## src/rtl/seqdiv.sv

```systemverilog
// Sequential restoring divider: quot/rem of a1 / a2 in N_LEN+2 cycles, arm/fin handshake.
// Define SEQDIV_SIGNED_EN for two's-complement operands and results; otherwise unsigned.
module seqdiv #(
    parameter int unsigned N_LEN   = 32,
    parameter int unsigned D_LEN   = 32,
    parameter int unsigned CNT_SIZ = 6
) (
    input  logic             clk,
    input  logic             rst,
    input  logic             arm,
    input  logic [N_LEN-1:0] a1,
    input  logic [D_LEN-1:0] a2,
    output logic [N_LEN-1:0] quot,
    output logic [D_LEN-1:0] rem,
    output logic             div_zero,
    output logic             fin
);

    typedef enum logic [1:0] {IDLE, RUN, FIX, DONE} state_t;

    localparam logic [CNT_SIZ-1:0] LAST_CNT = CNT_SIZ'(N_LEN - 1);

    state_t             state_q, state_d;
    logic [CNT_SIZ-1:0] cnt_q, cnt_d;
    logic [D_LEN-1:0]   prem_q, prem_d;
    logic [N_LEN-1:0]   dvd_q, dvd_d;
    logic [D_LEN-1:0]   dvs_q, dvs_d;
    logic               dzi_q, dzi_d;
    logic [N_LEN-1:0]   quot_q, quot_d;
    logic [D_LEN-1:0]   rem_q, rem_d;
    logic               dz_q, dz_d;
    logic               fin_q, fin_d;

    logic [N_LEN-1:0]   a1_mag;
    logic [D_LEN-1:0]   a2_mag;
    logic [N_LEN-1:0]   q_res;
    logic [D_LEN-1:0]   r_res;

    // The stored partial remainder is always below the divisor, so D_LEN bits
    // suffice; only the shifted trial value needs the extra bit.
    logic [D_LEN:0]     shifted;
    logic [D_LEN-1:0]   diff;
    logic               ge;

    assign shifted = {prem_q, dvd_q[N_LEN-1]};
    assign ge      = (shifted >= {1'b0, dvs_q});
    assign diff    = shifted[D_LEN-1:0] - dvs_q;

`ifdef SEQDIV_SIGNED_EN
    logic sgn_q_q, sgn_q_d;
    logic sgn_r_q, sgn_r_d;

    assign a1_mag = a1[N_LEN-1] ? -a1 : a1;
    assign a2_mag = a2[D_LEN-1] ? -a2 : a2;
    assign q_res  = sgn_q_q ? -dvd_q : dvd_q;
    assign r_res  = sgn_r_q ? -prem_q : prem_q;

    always_ff @(posedge clk or posedge rst) begin
        if (rst) begin
            sgn_q_q <= 1'b0;
            sgn_r_q <= 1'b0;
        end else begin
            sgn_q_q <= sgn_q_d;
            sgn_r_q <= sgn_r_d;
        end
    end

    always_comb begin
        sgn_q_d = sgn_q_q;
        sgn_r_d = sgn_r_q;
        if (arm && state_q == IDLE) begin
            sgn_q_d = a1[N_LEN-1] ^ a2[D_LEN-1];
            sgn_r_d = a1[N_LEN-1];
        end
    end
`else
    assign a1_mag = a1;
    assign a2_mag = a2;
    assign q_res  = dvd_q;
    assign r_res  = prem_q;
`endif

    always_ff @(posedge clk or posedge rst) begin
        if (rst) begin
            state_q <= IDLE;
            cnt_q   <= '0;
            prem_q  <= '0;
            dvd_q   <= '0;
            dvs_q   <= '0;
            dzi_q   <= 1'b0;
            quot_q  <= '0;
            rem_q   <= '0;
            dz_q    <= 1'b0;
            fin_q   <= 1'b0;
        end else begin
            state_q <= state_d;
            cnt_q   <= cnt_d;
            prem_q  <= prem_d;
            dvd_q   <= dvd_d;
            dvs_q   <= dvs_d;
            dzi_q   <= dzi_d;
            quot_q  <= quot_d;
            rem_q   <= rem_d;
            dz_q    <= dz_d;
            fin_q   <= fin_d;
        end
    end

    always_comb begin
        state_d = state_q;
        cnt_d   = cnt_q;
        prem_d  = prem_q;
        dvd_d   = dvd_q;
        dvs_d   = dvs_q;
        dzi_d   = dzi_q;
        quot_d  = quot_q;
        rem_d   = rem_q;
        dz_d    = dz_q;
        fin_d   = fin_q;
        if (!arm) begin
            state_d = IDLE;
            fin_d   = 1'b0;
            cnt_d   = '0;
        end else begin
            case (state_q)
                IDLE: begin
                    dvd_d   = a1_mag;
                    dvs_d   = a2_mag;
                    dzi_d   = (a2 == '0);
                    prem_d  = '0;
                    cnt_d   = '0;
                    state_d = RUN;
                end
                RUN: begin
                    // Quotient bits shift into the vacated LSBs of the dividend register.
                    prem_d = ge ? diff : shifted[D_LEN-1:0];
                    dvd_d  = {dvd_q[N_LEN-2:0], ge};
                    cnt_d  = cnt_q + 1'b1;
                    if (cnt_q == LAST_CNT) begin
                        state_d = FIX;
                    end
                end
                FIX: begin
                    quot_d  = dzi_q ? '0 : q_res;
                    rem_d   = dzi_q ? '0 : r_res;
                    dz_d    = dzi_q;
                    fin_d   = 1'b1;
                    state_d = DONE;
                end
                DONE: begin
                end
                default: state_d = IDLE;
            endcase
        end
    end

    assign quot     = quot_q;
    assign rem      = rem_q;
    assign div_zero = dz_q;
    assign fin      = fin_q;

endmodule

```

## config.mk

```make
export PLATFORM = sky130hd
export DESIGN_NAME = seqdiv
export DESIGN_NICKNAME = d
export VERILOG_FILES = /design/src/rtl/seqdiv.sv
export SDC_FILE = /design/constraint.sdc
export NUM_CORES = 1
export LEC_CHECK = 0
export BUFFER_PORTS_ARGS = -buffer_cell sky130_fd_sc_hd__buf_2
export CAP_MARGIN = 5
export CORE_ASPECT_RATIO = 1.25
export CORE_UTILIZATION = 64
export CTS_BUF_LIST = sky130_fd_sc_hd__clkbuf_8
export DETAILED_ROUTE_END_ITERATION = 6
export PLACE_DENSITY = 0.95
export SYNTH_ARGS = -nofsm -noshare
export SYNTH_HDL_FRONTEND = slang
export SYNTH_SLANG_ARGS = --single-unit
```

## constraint.sdc

```tcl
create_clock -name clk -period 16.9 [get_ports clk]
set_input_delay 2.535 -clock clk [delete_from_list [all_inputs] [get_ports clk]]
set_output_delay 2.535 -clock clk [all_outputs]
set_load 0.02 [all_outputs]
```

# After elaboration in Yosys (flattened, before gate mapping)
# Cells that the tools add are included.
# Widths: inputs -> output; s select.
op_classes:
  order_cmp: 1
  mul: 0
  mux: 12
  eq_ne: 7
  shift: 0
  bitwise_logic: 0
  n_reduce_logical: 7
  div_mod_pow: 0
  n_addsub: 2
ops:
  columns: ["cell", "count"]
  rows:
  - ["$pmux 32 s2", 2]
  - ["$mux 32", 3]
  - ["$ge 33x32->1", 1]
  - ["$logic_not 32->1", 1]
  - ["$sub 32x32->32", 1]
  - ["$pmux 6 s2", 1]
  - ["$reduce_and 2->1", 4]
  - ["$add 6x1->6 const B", 1]
  - ["$eq 6x5->1 const B", 1]
  - ["$mux 6", 1]
  - ["$pmux 2 s3", 1]
  - ["$mux 2", 2]
  - ["$ne 4x1->1 const B", 1]
  - ["$ne 3x1->1 const B", 1]
  - ["$ne 3x3->1 const B", 1]
  - ["$eq 2x1->1 const B", 1]
  - ["$eq 2x2->1 const B", 1]
  - ["$logic_not 2->1", 1]
  - ["$mux 1", 2]
  - ["$ne 2x1->1 const B", 1]
  - ["$reduce_bool 2->1", 1]
word_totals:
  latch_bits: 0
  out_inout_bits: 66
  mem_bits_ro: 0
  reg_bits: 171
  n_memories: 0
  ramBits: 0

# Logic depth before layout (Yosys ltp)
# Gate-level depths: netlist of the first run.
logic_depth:
  ltp_word: 4
  ltp_mapped: 13
  depth_no_buf: 12

# Worst setup path before layout of the first run
# No wires, ideal clock.
synth_path:
  path_kind: "input port to flip-flop"
  startpoint: "input arm"
  endpoint: "register dvs_q[10]"
  n_path_buf: 3
  setup_time_ns: 0.125
  path_stages: 5
  t_arrival_ns: 3.833
  slack_ns: 12.942
  required_ns: 16.775
  cell_sequence: "clkbuf_1 > nand2_1 > clkbuf_1 > buf_1 > mux2_2"
synth_via:
  elab_chain_len: 1
synth_rtl:
  columns: ["element", "line", "text"]
  rows:
  - ["start: declaration", "10", "input logic arm,"]
  - ["$reduce_and 2->1 (no source line)", null, null]
  - ["end signal: assignment", "100", "dvs_q <= dvs_d;"]
  - ["end: declaration", "27", "logic [D_LEN-1:0] dvs_q, dvs_d;"]
# Every way passes these cells.
# A chain may end at the register's enable or synchronous reset.

# Worst setup path after layout of the first run
layout_path:
  startpoint: "register prem_q[25]"
  endpoint: "register prem_q[26]"
layout_via:
  elab_chain_len: 3
layout_rtl:
  columns: ["element", "line", "text"]
  rows:
  - ["start: declaration", "25", "logic [D_LEN-1:0] prem_q, prem_d;"]
  - ["start signal: assignment", "98", "prem_q <= prem_d;"]
  - ["$sub 32x32->32 or $ge 33x32->1 (tied branches)", "47, 46", null]
  - ["$mux 32 (*)", "136", "prem_d = ge ? diff : shifted[D_LEN-1:0];"]
  - ["$pmux 32 s2 (*)", "125", "case (state_q)"]
# Mark *: on every way between the ends. The rest lies on a longest branch, timed or not.

==> results of run 1 <==
[worst paths after layout]
path / start / end / slack (ns) / cells after the start
max: prem_q[25] / prem_q[26] / 13.16 / 10
min: quot[13] / quot[13] / 0.48 / 2
max reg2reg: prem_q[25] / prem_q[26] / 13.16 / 10
min reg2reg: quot[13] / quot[13] / 0.48 / 2
max in group asynchronous: rst / dvs_q[23] / 13.26 / 3
min in group asynchronous: rst / quot[17] / 2.27 / 2
[metal layers]
| metal | track usage | vias up | wire length [µm] |
|---|---|---|---|
| li1 | - | 3588 | - |
| met1 | 0.373 | 3544 | 8560 |
| met4 | 0.130 | 0 | 620 |
| met3 | 0.0487 | 51 | 1180 |
| met5 | 0 | - | 0 |
| met2 | 0.480 | 264 | 9800 |
[flip-flops by register name, indices dropped and copies added (netlist names)]
name and flops:
dzi_q 1, rem 32, fin 1, cnt_q 6
prem_q 32, quot 32, dvs_q 32, state_q 2
dvd_q 32, div_zero 1
[cells in the mapped netlist, types with 3 or more instances]
cell      instances  area (µm²)
o21ai_1          13        65.1
xor2_1           15         131
o21a_1            5        37.5
mux2_2           33         372
clkbuf_1         41         154
a21o_1           17         128
nand2b_1         69         432
a32oi_1           8        70.1
mux2i_1          43         430
nor3_1           12        60.1
o21ai_0         135         676
nor2_1           39         146
o31ai_1           4        30.0
a21oi_1          44         220
nand2_1         153         574
buf_2             5        25.0
nand3_1          15        75.1
o221ai_1          3        26.3
nand4_1           5        31.3
nor4_1            8        50.1
a211o_1           3        26.3
dfrtp_1         171        4280
a31oi_1           8        50.1
o211ai_1          3        22.5
buf_1             5        18.8
ha_1             36         450
xnor2_1           9        78.8
inv_1            39         146
and3_1            5        31.3
[critical path: stages, from the launching register on]
cell and delay [ns]:
dfrtp_1 0.42, ha_1 0.39, a21o_1 0.20, a21o_1 0.21, a2111oi_0 0.43, o221ai_1 0.21
a311o_1 0.39, o21ai_4 0.46, buf_4 0.51, nand2b_1 0.26, o21ai_0 0.13
[cells by family (layout without fill, tap and decap cells)]
family / after synthesis / count (layout) / share of synthesized area
simple gates: 315 / 315 / 0.161
compound gates: 259 / 259 / 0.165
flops: 171 / 171 / 0.472
buf+inv: 91 / 209 / 0.0388
mux: 76 / 76 / 0.0885
fa+ha+maj: 37 / 37 / 0.0519
xor+xnor: 24 / 24 / 0.0232
[layout make-up]
cell class,instances,area [µm²],area share
Multi-Input combinational cell,711,4460,0.438
Sequential cell,171,4280,0.421
Timing Repair Buffer,138,706,0.0694
Clock buffer,17,234,0.0230
Tap cell,175,219,0.0215
Inverter,39,151,0.0149
Clock inverter,15,121,0.0119
[per-stage QoR]
| stage | cell area (µm²) | hold WS (ns) | std cells |
|---|---|---|---|
| 2_1_floorplan | 9070 | 0.452 | 973 |
| 3_3_place_gp | 9810 | 0.455 | 1234 |
| 3_5_place_dp | 9810 | 0.465 | 1234 |
| 4_1_cts | 10200 | 0.486 | 1266 |
| 5_1_grt | 10200 | 0.505 | 1266 |
| 6_report | 10200 | 0.479 | 1266 |
[power groups by stage]
stage               Clock [µW]  Combinational (µW)  Sequential, µW
finish                     265                 577             603
global route               283                 648             618
CTS                        268                 578             601
detailed placement           0                 573             609
global placement             0                 545             601
floorplan                    0                 401             629
==> qor.yml, run 1 <==
avgViaCountPerCell: 5.88
hold_violations: 0
intPower_uw: 856
cts.sinks: 171
final_cell_mix: "171 x dfrtp_1, 152 x nand2_1, 135 x o21ai_0, 132 x buf_2, 69 x nand2b_1"
syn-cell-area_mm2: 0.00907
core_area_mm2: 0.0138
maxCapViolations: 0
fin_skew_ns: 0.0168
place_congestion: 0.930
drive_gt1_frac: 0.193
finalCritPeriodShare: 0.221
fp.dieH_um: 135
setup_viol: 0
clock_power_share: 0.183
cts.htree.levels: 4
synth_ff_type: "dfrtp_1"
fmax_mhz: 267
power_switching_uw: 589
worst_setup_path_end_kind: "flop"
num_antenna_cells: 0
vias: 7447
relSlewSlack: 0.252
cp.required_ns: 17.24
worstMarginPinSlew_ns: 1.12
cts_buffers: 17
hold_class: "flop to flop"
antenna_found_initial: 0
rows: 48
ir_worst_vdd_mv: 0.101
grt_pass1_wl_mm: 33.5
dieArea_mm2: 0.0146
ys_ff_latch: 171
firstDrtPassIters: 7
grt_max_degree: 130
ant_nets: 0
start_util: 0.656
cts_tree: "yes"
layout_commonest_cell: "dfrtp_1"
rsz0062_at_grt: "no"
setup-tns-final_ns: 0
drt-initial-drc-count: 601
slew_violations: 0
drc_errors: 0
numPortBuffers: 132
io_pins: 133
p_comb_frac: 0.400
ys_async_sr_fraction: 1.00
syn-num-nets: 1077
cts_setup_buffers: 0
seq_area_frac_synth: 0.472
place_ws_ns: 12.66
avgSynthCellArea_um2: 9.32
clk_path_buf_depth: 2
critical_path_peak_fanout: 44
fillers: 994
leakagePower_uw: 0.00501
post_cts_resized: 0
ys_types: 48
final_nets: 1182
avgRoutedWirePerCell_um: 15.9
track_usage: 0.290
setup_slack_ns: 13.16
wirelength_mm: 20.2
finalPower_uw: 1440
yosysWarnings: 0
status: "completed"
period_needed_ns: 3.74
grt_pass1_vias: 7145
seqPwrFrac: 0.417
die_x_um: 108
overflow: 0
power_density_mw_per_mm2: 142
clkTransAtPathRegs_ns: 0.09
place_hpwl_mm: 13.8
worstPathArrival_ns: 4.08
syn_to_final_growth_pct: 12.1
post-route-util: 0.736
synth_edf_count: 0
hold_buffers: 0
switching_share: 0.408
start_kind: "flop"
synth_cells: 973
crit_type: "flop to flop"
clock_tree.root_cell: "clkbuf_8"
clk_latency_ns: 0.47
No activity file was read; power rests on OpenSTA's default activity.
==> run 2, diff against run 1 <==
--- a/config.mk
+++ b/config.mk
@@ -5,13 +5,14 @@
 export SDC_FILE = /design/constraint.sdc
 export NUM_CORES = 1
 export LEC_CHECK = 0
+export ABC_AREA = 1
 export BUFFER_PORTS_ARGS = -buffer_cell sky130_fd_sc_hd__buf_2
 export CAP_MARGIN = 5
 export CORE_ASPECT_RATIO = 1.25
-export CORE_UTILIZATION = 64
+export CORE_UTILIZATION = 54
 export CTS_BUF_LIST = sky130_fd_sc_hd__clkbuf_8
 export DETAILED_ROUTE_END_ITERATION = 6
-export PLACE_DENSITY = 0.95
+export PLACE_DENSITY = 0.88
 export SYNTH_ARGS = -nofsm -noshare
 export SYNTH_HDL_FRONTEND = slang
 export SYNTH_SLANG_ARGS = --single-unit
==> constraint.sdc (replaced) <==
create_clock -name clk -period 3.23 [get_ports clk]
set_input_delay 0.4845 -clock clk [delete_from_list [all_inputs] [get_ports clk]]
set_output_delay 0.4845 -clock clk [all_outputs]
set_load 0.02 [all_outputs]
==> run 2 against run 1 <==
  * Sequential power grew to 5.1 times the previous value
  * Core utilization shrank 12 points
  * Via count grew 22%
  * Power grew to 5.7 times the previous value
  * Maximum frequency grew 52%
  * Combinational power grew to 6.5 times the previous value
  * Synthesized cell count grew 45%
  * Die area grew 30%
  * Synthesized area grew 10%
  * Largest power group is now combinational cells
  * Highest routed layer unchanged
==> qor.yml, run 2 <==
clk_path_buf_depth: 2  # unchanged
ir_worst_vdd_mv: 0.321  # +220%
drive_gt1_frac: 0.134  # -0.0595
period_needed_ns: 2.46  # -1.28 ns
synth_ff_type: "dfrtp_1"
yosys-top-cells-count: "524 x nand2_1, 255 x inv_1, 171 x dfrtp_1"
relSlewSlack: 0.412  # +0.160
clock_power_share: 0.171  # -0.012
cp_slowest_stage_delay_ns: 0.50  # about the same
place_congestion: 0.969  # +4.2%
syn_to_final_growth_pct: 11.6
finalCritPeriodShare: 0.763  # +0.541
num_antenna_cells: 0  # unchanged
die_x_um: 124  # +14%
setup_viol: 0  # unchanged
io_pins: 133  # unchanged
hold_ws_ns: 0.233  # -0.246 ns
cts_buffers: 17  # unchanged
crit_type: "flop to flop"
antenna_found_initial: 0  # unchanged
wirelength_mm: 25.2  # +25%
status: "completed"
yosys.area.top_type: "dfrtp_1"
avgViaCountPerCell: 5.14  # -13%
hold_buffers: 1  # +1
avgRoutedWirePerCell_um: 14.3  # -11%
cp.required_ns: 3.65  # -13.59 ns
dieArea_mm2: 0.0191  # +30%
leakagePower_uw: 0.00642  # +28%
final_nets: 1630  # +38%
worstMarginPinSlew_ns: 0.880  # -0.242 ns
layout_commonest_cell: "nand2_1"
worstPathArrival_ns: 2.88  # -1.20 ns
place_hpwl_mm: 18.7  # +36%
start_util: 0.553  # -0.103
clkTransAtPathRegs_ns: 0.10  # about the same
track_usage: 0.279  # -0.0109
clock_tree.root_cell: "clkbuf_8"
clk_latency_ns: 0.48  # about the same
synth_top_area_frac: 0.427  # -0.0448
path_common_cell: "nand2_1"
overflow: 0  # unchanged
seqPwrFrac: 0.374  # -0.043
yosysMostFrequentCell: "nand2_1"
intPower_uw: 4490  # +420%
ys_async_sr_fraction: 1.00  # unchanged
drt-initial-drc-count: 566  # -5.8%
slowest_stage: "nand4_4"
seq_area_frac_synth: 0.427  # -0.0448
cts_tree: "yes"
synth_cells: 1410  # +45%
yosysWarnings: 0  # unchanged
grt_pass1_vias: 8945  # +25%
fin_skew_ns: 0.0161  # -0.000778 ns
fp.dieH_um: 154  # +14%
p_comb_frac: 0.456  # +0.056
vias: 9077  # +22%
core_area_mm2: 0.0181  # +31%
cts.htree.levels: 4  # unchanged
cts_setup_buffers: 0  # unchanged
grt_max_degree: 66  # -49%
drc_errors: 0  # unchanged
setup-tns-final_ns: 0  # unchanged
switching_share: 0.452  # +0.0442
maxCapViolations: 0  # unchanged
ant_nets: 0  # unchanged
fillers: 1666  # +68%
rsz0062_at_grt: "no"
syn-num-nets: 1514  # +41%
ys_types: 39  # -19%
netlist_top_cells_area: "dfrtp_1 43%, nand2_1 20%, inv_1 9.6%"
power_switching_uw: 3700  # +530%
hold_violations: 0  # unchanged
synth_edf_count: 0  # unchanged
power_density_mw_per_mm2: 733  # +420%
numPortBuffers: 132  # unchanged
hold_class: "input pin to flop"
critical_path_peak_fanout: 33  # -25%
path_cells: "ha_1 -> nand2_1 -> inv_1 -> nand2_1 -> nand2_1 -> nand2_1 -> nand2_1 -> a21oi_1 -> nand4_4 -> nand2_1 -> nand3_1 -> nand2_1"
worst_setup_path_end_kind: "flop"
final_cell_mix: "523 x nand2_1, 255 x inv_1, 171 x dfrtp_1, 132 x buf_2, 122 x o21ai_0"
ys_ff_latch: 171  # unchanged
start_kind: "flop"
cts.sinks: 171  # unchanged
grt_pass1_wl_mm: 41.7  # +25%
rows: 55  # +15%
firstDrtPassIters: 5  # -2
syn-cell-area_mm2: 0.0100  # +10%
post_cts_resized: 0  # unchanged
avgSynthCellArea_um2: 7.10  # -24%
slew_violations: 0  # unchanged
fmax_mhz: 406  # +52%
-- run 2: cell count changes after synthesis, sizes merged, moves of 28 or more --
cell,before,now
inv,39,258
mux2,33,0
mux2i,43,0
nand2,153,537
nand2b,69,0
nand3,15,62
o211ai,3,31
-- run 2: path summary, 6_finish.rpt --
kind | slack [ns] | end | from | cells past startpoint
worst min register to register | 0.48 | quot[18] | quot[18] | 2
min in group asynchronous | 0.47 | rem[3] | rst | 3
max in group asynchronous | 1.72 | rem[28] | rst | 4
worst max-delay path | 0.77 | prem_q[25] | prem_q[26] | 12
worst min-delay path | 0.23 | dvs_q[28] | a2[28] | 3
worst max register to register | 0.77 | prem_q[25] | prem_q[26] | 12
-- run 2: power by group through the flow --
stage               registers, µW  clock network [µW]  logic (µW)
floorplan                    3340                   0        2480
global placement             3070                   0        3620
detailed placement           3100                   0        3720
CTS                          3060                1430        3740
global route                 3150                1510        4250
finish                       3060                1400        3730
-- run 2: kinds of logic (layout without fill, tap and decap cells) --
logic type	after synthesis	in the layout	share of synthesized area
buffers and inverters	305	433	0.120
adder cells (fa/ha/maj)	37	37	0.0470
AND/OR/NAND/NOR	688	688	0.287
XOR/XNOR	14	14	0.0122
flip-flops	171	171	0.427
AO/OA/AOI/OAI	195	195	0.107
-- run 2: layout make-up --
class                      instances  area, µm²  share of cell area
timing repair buffer             143        746              0.0667
multi-input combinational        934       4540               0.406
clock buffer                      17        234              0.0209
tap                              228        285              0.0255
sequential                       171       4280               0.383
clock inverter                    14        118              0.0105
inverter                         259        976              0.0873
-- run 2: metal layers --
layer  wire length, µm  GRT usage  vias up
met5                 0          0        -
met4               716      0.114        0
met3              1370     0.0417       51
met2             12600      0.493      245
met1             10500      0.334     4208
li1                  -          -     4573
-- run 2: worst max-delay path, delay by kind of cell (launching register included) --
family,cells,cell delay [ns]
AND/OR/NAND/NOR,9,1.33
adder cells (fa/ha/maj),1,0.38
buffers and inverters,1,0.05
flip-flops,1,0.41
AO/OA/AOI/OAI,1,0.21
-- run 2: per-stage QoR --
| stage | utilization | power [µW] | instance area, µm² | setup slack [ns] | instances |
|---|---|---|---|---|---|
| 6_report | 0.618 | 8190 | 11200 | 0.767 | 1766 |
| 5_1_grt | 0.618 | 8900 | 11200 | 0.507 | 1766 |
| 4_1_cts | 0.618 | 8230 | 11200 | 0.748 | 1766 |
| 3_5_place_dp | 0.598 | 6820 | 10800 | 0.782 | 1734 |
| 3_3_place_gp | 0.598 | 6690 | 10800 | 0.819 | 1734 |
| 2_1_floorplan | - | 5820 | 10000 | 0.563 | 1410 |
